[src/rtl/param_sync_counter.sv]
// Fully synchronous parametrised up/down counter with load, clear, cascade tc and wrap pulse.
// Define PARAM_SYNC_COUNTER_SATURATE_EN to make the count stop at the range ends instead of wrapping.
module param_sync_counter #(
   parameter int     WIDTH     = 4,
   parameter longint MODULUS   = 16,
   parameter longint RESET_VAL = 0
) (
   input  logic             clk,
   input  logic             reset,
   input  logic             en,
   input  logic             up_dn,
   input  logic             load,
   input  logic [WIDTH-1:0] load_val,
   input  logic             clear,
   output logic [WIDTH-1:0] q,
   output logic             tc,
   output logic             wrap,
   output logic             zero
);

   localparam longint           MAX_MOD = longint'(1) << WIDTH;
   localparam logic [WIDTH-1:0] MAX_Q   = WIDTH'(MODULUS - 1);
   localparam logic [WIDTH-1:0] RST_Q   = WIDTH'(RESET_VAL);

   if (WIDTH < 1 || WIDTH > 32 || MODULUS < 2 || MODULUS > MAX_MOD ||
       RESET_VAL < 0 || RESET_VAL >= MODULUS) begin : g_param_err
      $error("param_sync_counter: illegal WIDTH/MODULUS/RESET_VAL combination");
   end

   logic             at_max;
   logic             at_min;
   logic [WIDTH-1:0] q_nxt;
   logic             wrap_nxt;

   assign at_max = (q == MAX_Q);
   assign at_min = (q == '0);
   assign tc     = en & ~load & ~clear & ~reset & ((up_dn & at_max) | (~up_dn & at_min));

   // Next value for the non-reset case; reset is applied in the register block.
   always_comb begin
      q_nxt    = q;
      wrap_nxt = 1'b0;
      if (clear) begin
         q_nxt = RST_Q;
      end else if (load) begin
         q_nxt = (load_val > MAX_Q) ? MAX_Q : load_val;
      end else if (en) begin
         if (up_dn) begin
            if (at_max) begin
               wrap_nxt = 1'b1;
`ifdef PARAM_SYNC_COUNTER_SATURATE_EN
               q_nxt    = MAX_Q;
`else
               q_nxt    = '0;
`endif
            end else begin
               q_nxt = q + WIDTH'(1);
            end
         end else begin
            if (at_min) begin
               wrap_nxt = 1'b1;
`ifdef PARAM_SYNC_COUNTER_SATURATE_EN
               q_nxt    = '0;
`else
               q_nxt    = MAX_Q;
`endif
            end else begin
               q_nxt = q - WIDTH'(1);
            end
         end
      end
   end

   always_ff @(posedge clk) begin
      if (reset) begin
         q    <= RST_Q;
         wrap <= 1'b0;
         zero <= (RST_Q == '0);
      end else begin
         q    <= q_nxt;
         wrap <= wrap_nxt;
         zero <= (q_nxt == '0);
      end
   end

endmodule

[config.mk]
export PLATFORM = sky130hd
export DESIGN_NAME = param_sync_counter
export DESIGN_NICKNAME = d
export VERILOG_FILES = /design/src/rtl/param_sync_counter.sv
export SDC_FILE = /design/constraint.sdc
export NUM_CORES = 1
export LEC_CHECK = 0
export ABC_AREA = 1
export BUFFER_PORTS_ARGS = -buffer_cell sky130_fd_sc_hd__buf_2
export CAP_MARGIN = 10
export CORE_MARGIN = 1
export CORE_UTILIZATION = 30
export CTS_CLUSTER_SIZE = 8
export DETAILED_ROUTE_END_ITERATION = 8
export HOLD_SLACK_MARGIN = 0.02
export PLACE_DENSITY_LB_ADDON = 0.12
export SLEW_MARGIN = 20
export SYNTH_ARGS = -nofsm -noshare
export SYNTH_HDL_FRONTEND = slang
export SYNTH_SLANG_ARGS = --single-unit
[constraint.sdc]
create_clock -name clk -period 1.9 [get_ports clk]
set_input_delay 0.095 -clock clk [delete_from_list [all_inputs] [get_ports clk]]
set_output_delay 0.095 -clock clk [all_outputs]
set_load 0.005 [all_outputs]
; ---- After elaboration in Yosys (flattened, before gate mapping)
; Index checks and enable logic that the tools add are counted.
; Widths: inputs -> output; s select.
[totals]
out_inout_bits = 7
register_bits = 6
elab_cells = 32
input_bits = 10
[op_classes]
n_reduce_logical = 3
muxes = 10
add_sub_neg = 2
order_cmp = 1
bitwise = 12
eq_ne = 1
[ops]
columns = op, n
row1 = $mux 4, 7
row2 = $logic_not 4->1, 2
row3 = $and 1x1->1, 6
row4 = $not 1->1, 5
row5 = $add 4x1->4 const B, 1
row6 = $eq 4x4->1 const B, 1
row7 = $gt 4x4->1 const B, 1
row8 = $reduce_or 4->1, 1
row9 = $sub 4x1->4 const B, 1
row10 = $mux 1, 3
row11 = $or 1x1->1, 1

; ---- Depth between registers and ports, before layout
[depth]
depth_word = 7
depth_mapped = 10
ltp_nobuf = 10

; ---- Worst setup path after synthesis
; No wires, ideal clock.
[synth_timing]
path_kind = flip-flop to flip-flop
startpoint = register q[0]
endpoint = register zero
required_time_ps = 1787
setup_ps = 113
slack_ps = 546
path_buffers = 0
period_less_slack_ps = 1354
arrival_time_ps = 1241
path_stages_with_launch = 8
cell_sequence = dfxtp_1 inv_1 ha_1 xor2_1 o21ai_0 nand2_1 nand3_1 nor2_1
[synth_between]
elab_chain_len = 7
elab_cells_between_ends = 11
classes_between = 2 x add/sub / 1 x eq/ne / 6 x mux / 2 x reduce/logical
[synth_rtl]
columns = element, line
row1 = from (decl), 15  ; output logic [WIDTH-1:0] q,
row2 = from (signal assigned), 80  ; q <= q_nxt;
row3 = $sub 4x1->4 (tied with other cells), 68  ; q_nxt = q - WIDTH'(1);
row4 = $mux 4 (on tied branches), "60, 49"
row5 = $mux 4, 48  ; if (up_dn) begin
row6 = $mux 4 (*), 47  ; end else if (en) begin
row7 = $mux 4 (*), 45  ; end else if (load) begin
row8 = $mux 4 (*), 43  ; if (clear) begin
row9 = $logic_not 4->1 (*), 82  ; zero <= (q_nxt == '0);
row10 = to (signal assigned), 78  ; zero <= (RST_Q == '0);
row11 = to (signal assigned), 82
row12 = to (decl), 18  ; output logic zero
; Every way passes the cells marked *; elsewhere a longest branch is shown, timed or not.
; A chain may end at the register's enable or synchronous reset.

; ---- Final worst setup path
[layout_timing]
startpoint = register q[1]
endpoint = output tc
[layout_between]
elab_chain_len = 4
elab_cells_between_ends = 6
classes_between = 1 x eq/ne / 4 x bitwise / 1 x reduce/logical
[layout_rtl]
columns = element, line
row1 = $eq 4x4->1 / $logic_not 4->1 (equally long branches), "35, 36"
row2 = $and 1x1->1, 37  ; assign tc = en & ~load & ~clear & ~reset & ((up_dn & at_max) | (~up_dn & at_min));
row3 = $or 1x1->1 (*), 37
row4 = $and 1x1->1 (*), 37
row5 = to (decl), 16  ; output logic tc,
; Marks and branches as above.

==> summary.md <==
| Metric | Value |
|---|---|
| Run status | `completed` |
| Height of the die | `~39 um` |
| Post-DP HPWL | `between 700 and 800 um` |
| CP Cell Sequence | `ha_1 > nand4_1 > a21oi_1 > buf_2` |
| Terminus of the critical flop-to-flop path | `zero` |
| Total number of placement rows | `12` |
| Max-slew headroom at the worst pin | `just over 80%` |
| Layout cells sized above 1 | `between 20% and 30%` |
| Maximum number of pins on one net before global-route repair | `9` |
| Starting density of the core | `34.5%` |
| Clock slew seen by the registers of the worst setup and hold paths | `0.04 ns` |
| Top post-synthesis cells by area | `sky130_fd_sc_hd__dfxtp_1 29%, sky130_fd_sc_hd__nand3_1 12%, sky130_fd_sc_hd__nand2_1 12%, sky130_fd_sc_hd__inv_1 9.2%, sky130_fd_sc_hd__nor2_1 9.2%` |
| Critical path launch point type | `register` |
| Setup slack at placement | `0.464 ns` |
| Clock root cell | `sky130_fd_sc_hd__clkbuf_4` |
| Startpoint of the most critical register-to-register path | `q[0]` |
| Final setup slack of the worst path | `roughly 0.42 ns` |
| DRT Wirelength | `between 900 and 1000 um` |
| Number of warnings printed during yosys synthesis | `0` |
| Hold Vio Cnt, Final | `0` |
| Via-to-Cell Ratio | `about 4.8` |
| CP Data Arrival Time | `roughly 1.4 ns` |
| Hold path depth | `4` |
| Number of buffers created by CTS | `3` |
| Min Hold Slack | `approximately 0.16 ns` |
| Synthesized cell area | `~400 um2` |
| Fill cell instance count of the final layout | `133` |
| Total of cells resized after clock tree synthesis | `0` |
| Port buffer count | `16` |
| Final Slew Violations | `0` |
| Number of distinct library cells after synthesis | `13` |
| Area of the core | `0.00119 mm2` |
| Most common library cell in the layout ignoring fill and taps | `sky130_fd_sc_hd__buf_2` |
| Worst setup slack for register-to-register paths | `about 0.45 ns` |
| Total clock sinks | `6` |
| DR pass1 iterations | `4` |
| Crit path launch | `q[1]` |
| Achievable Freq | `0.676 GHz` |
| Critical path's slowest cell | `sky130_fd_sc_hd__dfxtp_1` |
| Wire length per cell after detailed routing | `a little under 10 um` |
| Total GRT Usage | `~16%` |
| Data required time of the worst path | `around 1.8 ns` |
| Area share of the largest cell type after synthesis | `between 20% and 30%` |
| CTS Hold Bufs | `0` |
| Most frequent cells in the layout | `16 x sky130_fd_sc_hd__buf_2, 13 x sky130_fd_sc_hd__nand2_1, 10 x sky130_fd_sc_hd__inv_1, 10 x sky130_fd_sc_hd__nor2_1, 10 x sky130_fd_sc_hd__nand3_1` |
| CTS H-tree depth | `1` |
| Longest individual stage delay on the worst path | `between 0.4 and 0.5 ns` |
| Initial drt markers | `5` |
| Crit. End Element | `output pin` |
| Avg Synthesized Cell Area | `roughly 6.2 um2` |
| Chip width | `slightly below 40 um` |
| Final critical path time including I/O delays and setup | `1.48 ns` |
| Buffer depth of the longest clock path | `2` |
| Hold WC Path Type | `in -> reg` |
| Syn-to-layout area delta | `29.4%` |
| Maximum vdd drop | `0.342 mV` |
| Initial antenna violation count | `0` |
| Net count of the finished layout | `99` |
| Setup TNS | `0 ns` |
| Period Utilization, post-route | `77.9%` |
| Final-report setup violation count | `0` |
| Flip-flop and latch area | `roughly 120 um2` |
| Number of cells produced by synthesis | `66` |
| Synthesized net count | `between 70 and 80` |
| Worst setup skew after layout | `0.00435 ns` |
| Synth area leader | `sky130_fd_sc_hd__dfxtp_1` |
| Setup repair after global routing missed its margin | `no` |
| Post-synthesis register bit count | `6` |
| Remaining antenna violation count | `0` |
| Combined area of the multi-input logic cells | `~250 um2` |
| Antenna diode count | `0` |
| Kind of critical path | `reg -> out` |
| Clock tree from TritonCTS | `done` |
| Post-route total power | `0.000329 W` |
| Vias in the first global route | `367` |
| Gp weighted congestion | `between 0.7 and 0.8` |
| Sequential cell area fraction in the yosys report | `29.4%` |
| Transition at the pin with the smallest max-transition slack | `approximately 0.27 ns` |
| Leakage | `roughly 0.29 nW` |
| Peak fanout along the critical path | `7` |
| Total power density per cell area | `slightly above 600 mW/mm2` |
| Total die area | `about 0.0015 mm2` |
| Cell depth of the worst flop-to-flop path | `7` |
| Remaining Overflow, GRT | `0` |
| Count of max-cap constraint violations | `0` |
| Post-CTS setup repair buffer count | `0` |
| Global-route wire length before repair | `around 1500 um` |
| Ports | `17` |
| Total vias in the final route | `~470` |
| DR DRC count | `0` |
| Clk Latency, worst-skew pair | `around 0.24 ns` |
| Worst setup path endpoint | `tc` |
[registers in the layout (all words and copies together), names as in the netlist]
signal,cells
wrap,1
zero,1
q,4
[cell usage after synthesis]
master and count:
sky130_fd_sc_hd__xor2_1 1, sky130_fd_sc_hd__nand2_1 13, sky130_fd_sc_hd__nand4_1 3, sky130_fd_sc_hd__o21ai_0 2, sky130_fd_sc_hd__a21oi_1 6, sky130_fd_sc_hd__nand3b_1 1
sky130_fd_sc_hd__inv_1 10, sky130_fd_sc_hd__a21oi_2 1, sky130_fd_sc_hd__ha_1 2, sky130_fd_sc_hd__and2_1 1, sky130_fd_sc_hd__nand3_1 10, sky130_fd_sc_hd__dfxtp_1 6
sky130_fd_sc_hd__nor2_1 10
[logic make-up after synthesis]
family / Yosys count / synth area share [%]
and+or+nand+nor: 38 / 41.3
buffers and inverters: 10 / 9.18
AOI/OAI and AO/OA: 9 / 11.9
DFF: 6 / 29.4
adders and majority gates: 2 / 6.12
xor gates and xnor gates: 1 / 2.14
[power by group]
part	switching (W)	leakage [nW]	internal (W)
clock	0.0000414	0.0138	0.0000711
combinational	0.0000409	0.232	0.0000325
sequential	0.00000901	0.0494	0.000134
total	0.0000913	0.295	0.000238
[worst min path at each step]
| stage | from | end |
|---|---|---|
| after global routing | reset | wrap |
| after floorplan | en | wrap |
| final | reset | wrap |
| after detailed placement | reset | wrap |
| after CTS | reset | wrap |
| after global placement | reset | wrap |
[area by class of cell]
type	instances	share of cell area (%)
repair buffers	16	15.1
multi-input cells	50	47.5
inverters	10	7.09
clock buffers	3	4.26
well taps	14	3.31
flip-flops and latches	6	22.7
[per-stage QoR]
stage | utilization, % | instance area (um2) | cells
2_1_floorplan | - | 409 | 66
3_3_place_gp | 42.7 | 507 | 96
3_5_place_dp | 42.7 | 507 | 96
4_1_cts | 44.6 | 529 | 99
5_1_grt | 44.6 | 529 | 99
6_report | 44.6 | 529 | 99
[routing by layer]
metal,GRT usage (%),up-vias,part of all wire (%),wire (um)
li1,-,256,-,-
met1,19.5,201,48,465
met2,23.8,16,48,468
met3,8.67,0,4.5,44
met4,2.59,0,0,0
met5,0,-,0,0
[worst max-delay path, delay by kind of cell (launching register included)]
kind            cells  cell delay [ns]
buf+inv             1             0.13
simple gates        1             0.16
flops               1             0.44
fa+ha+maj           1             0.23
compound gates      1             0.19
Power figures use the tool's default switching activity.
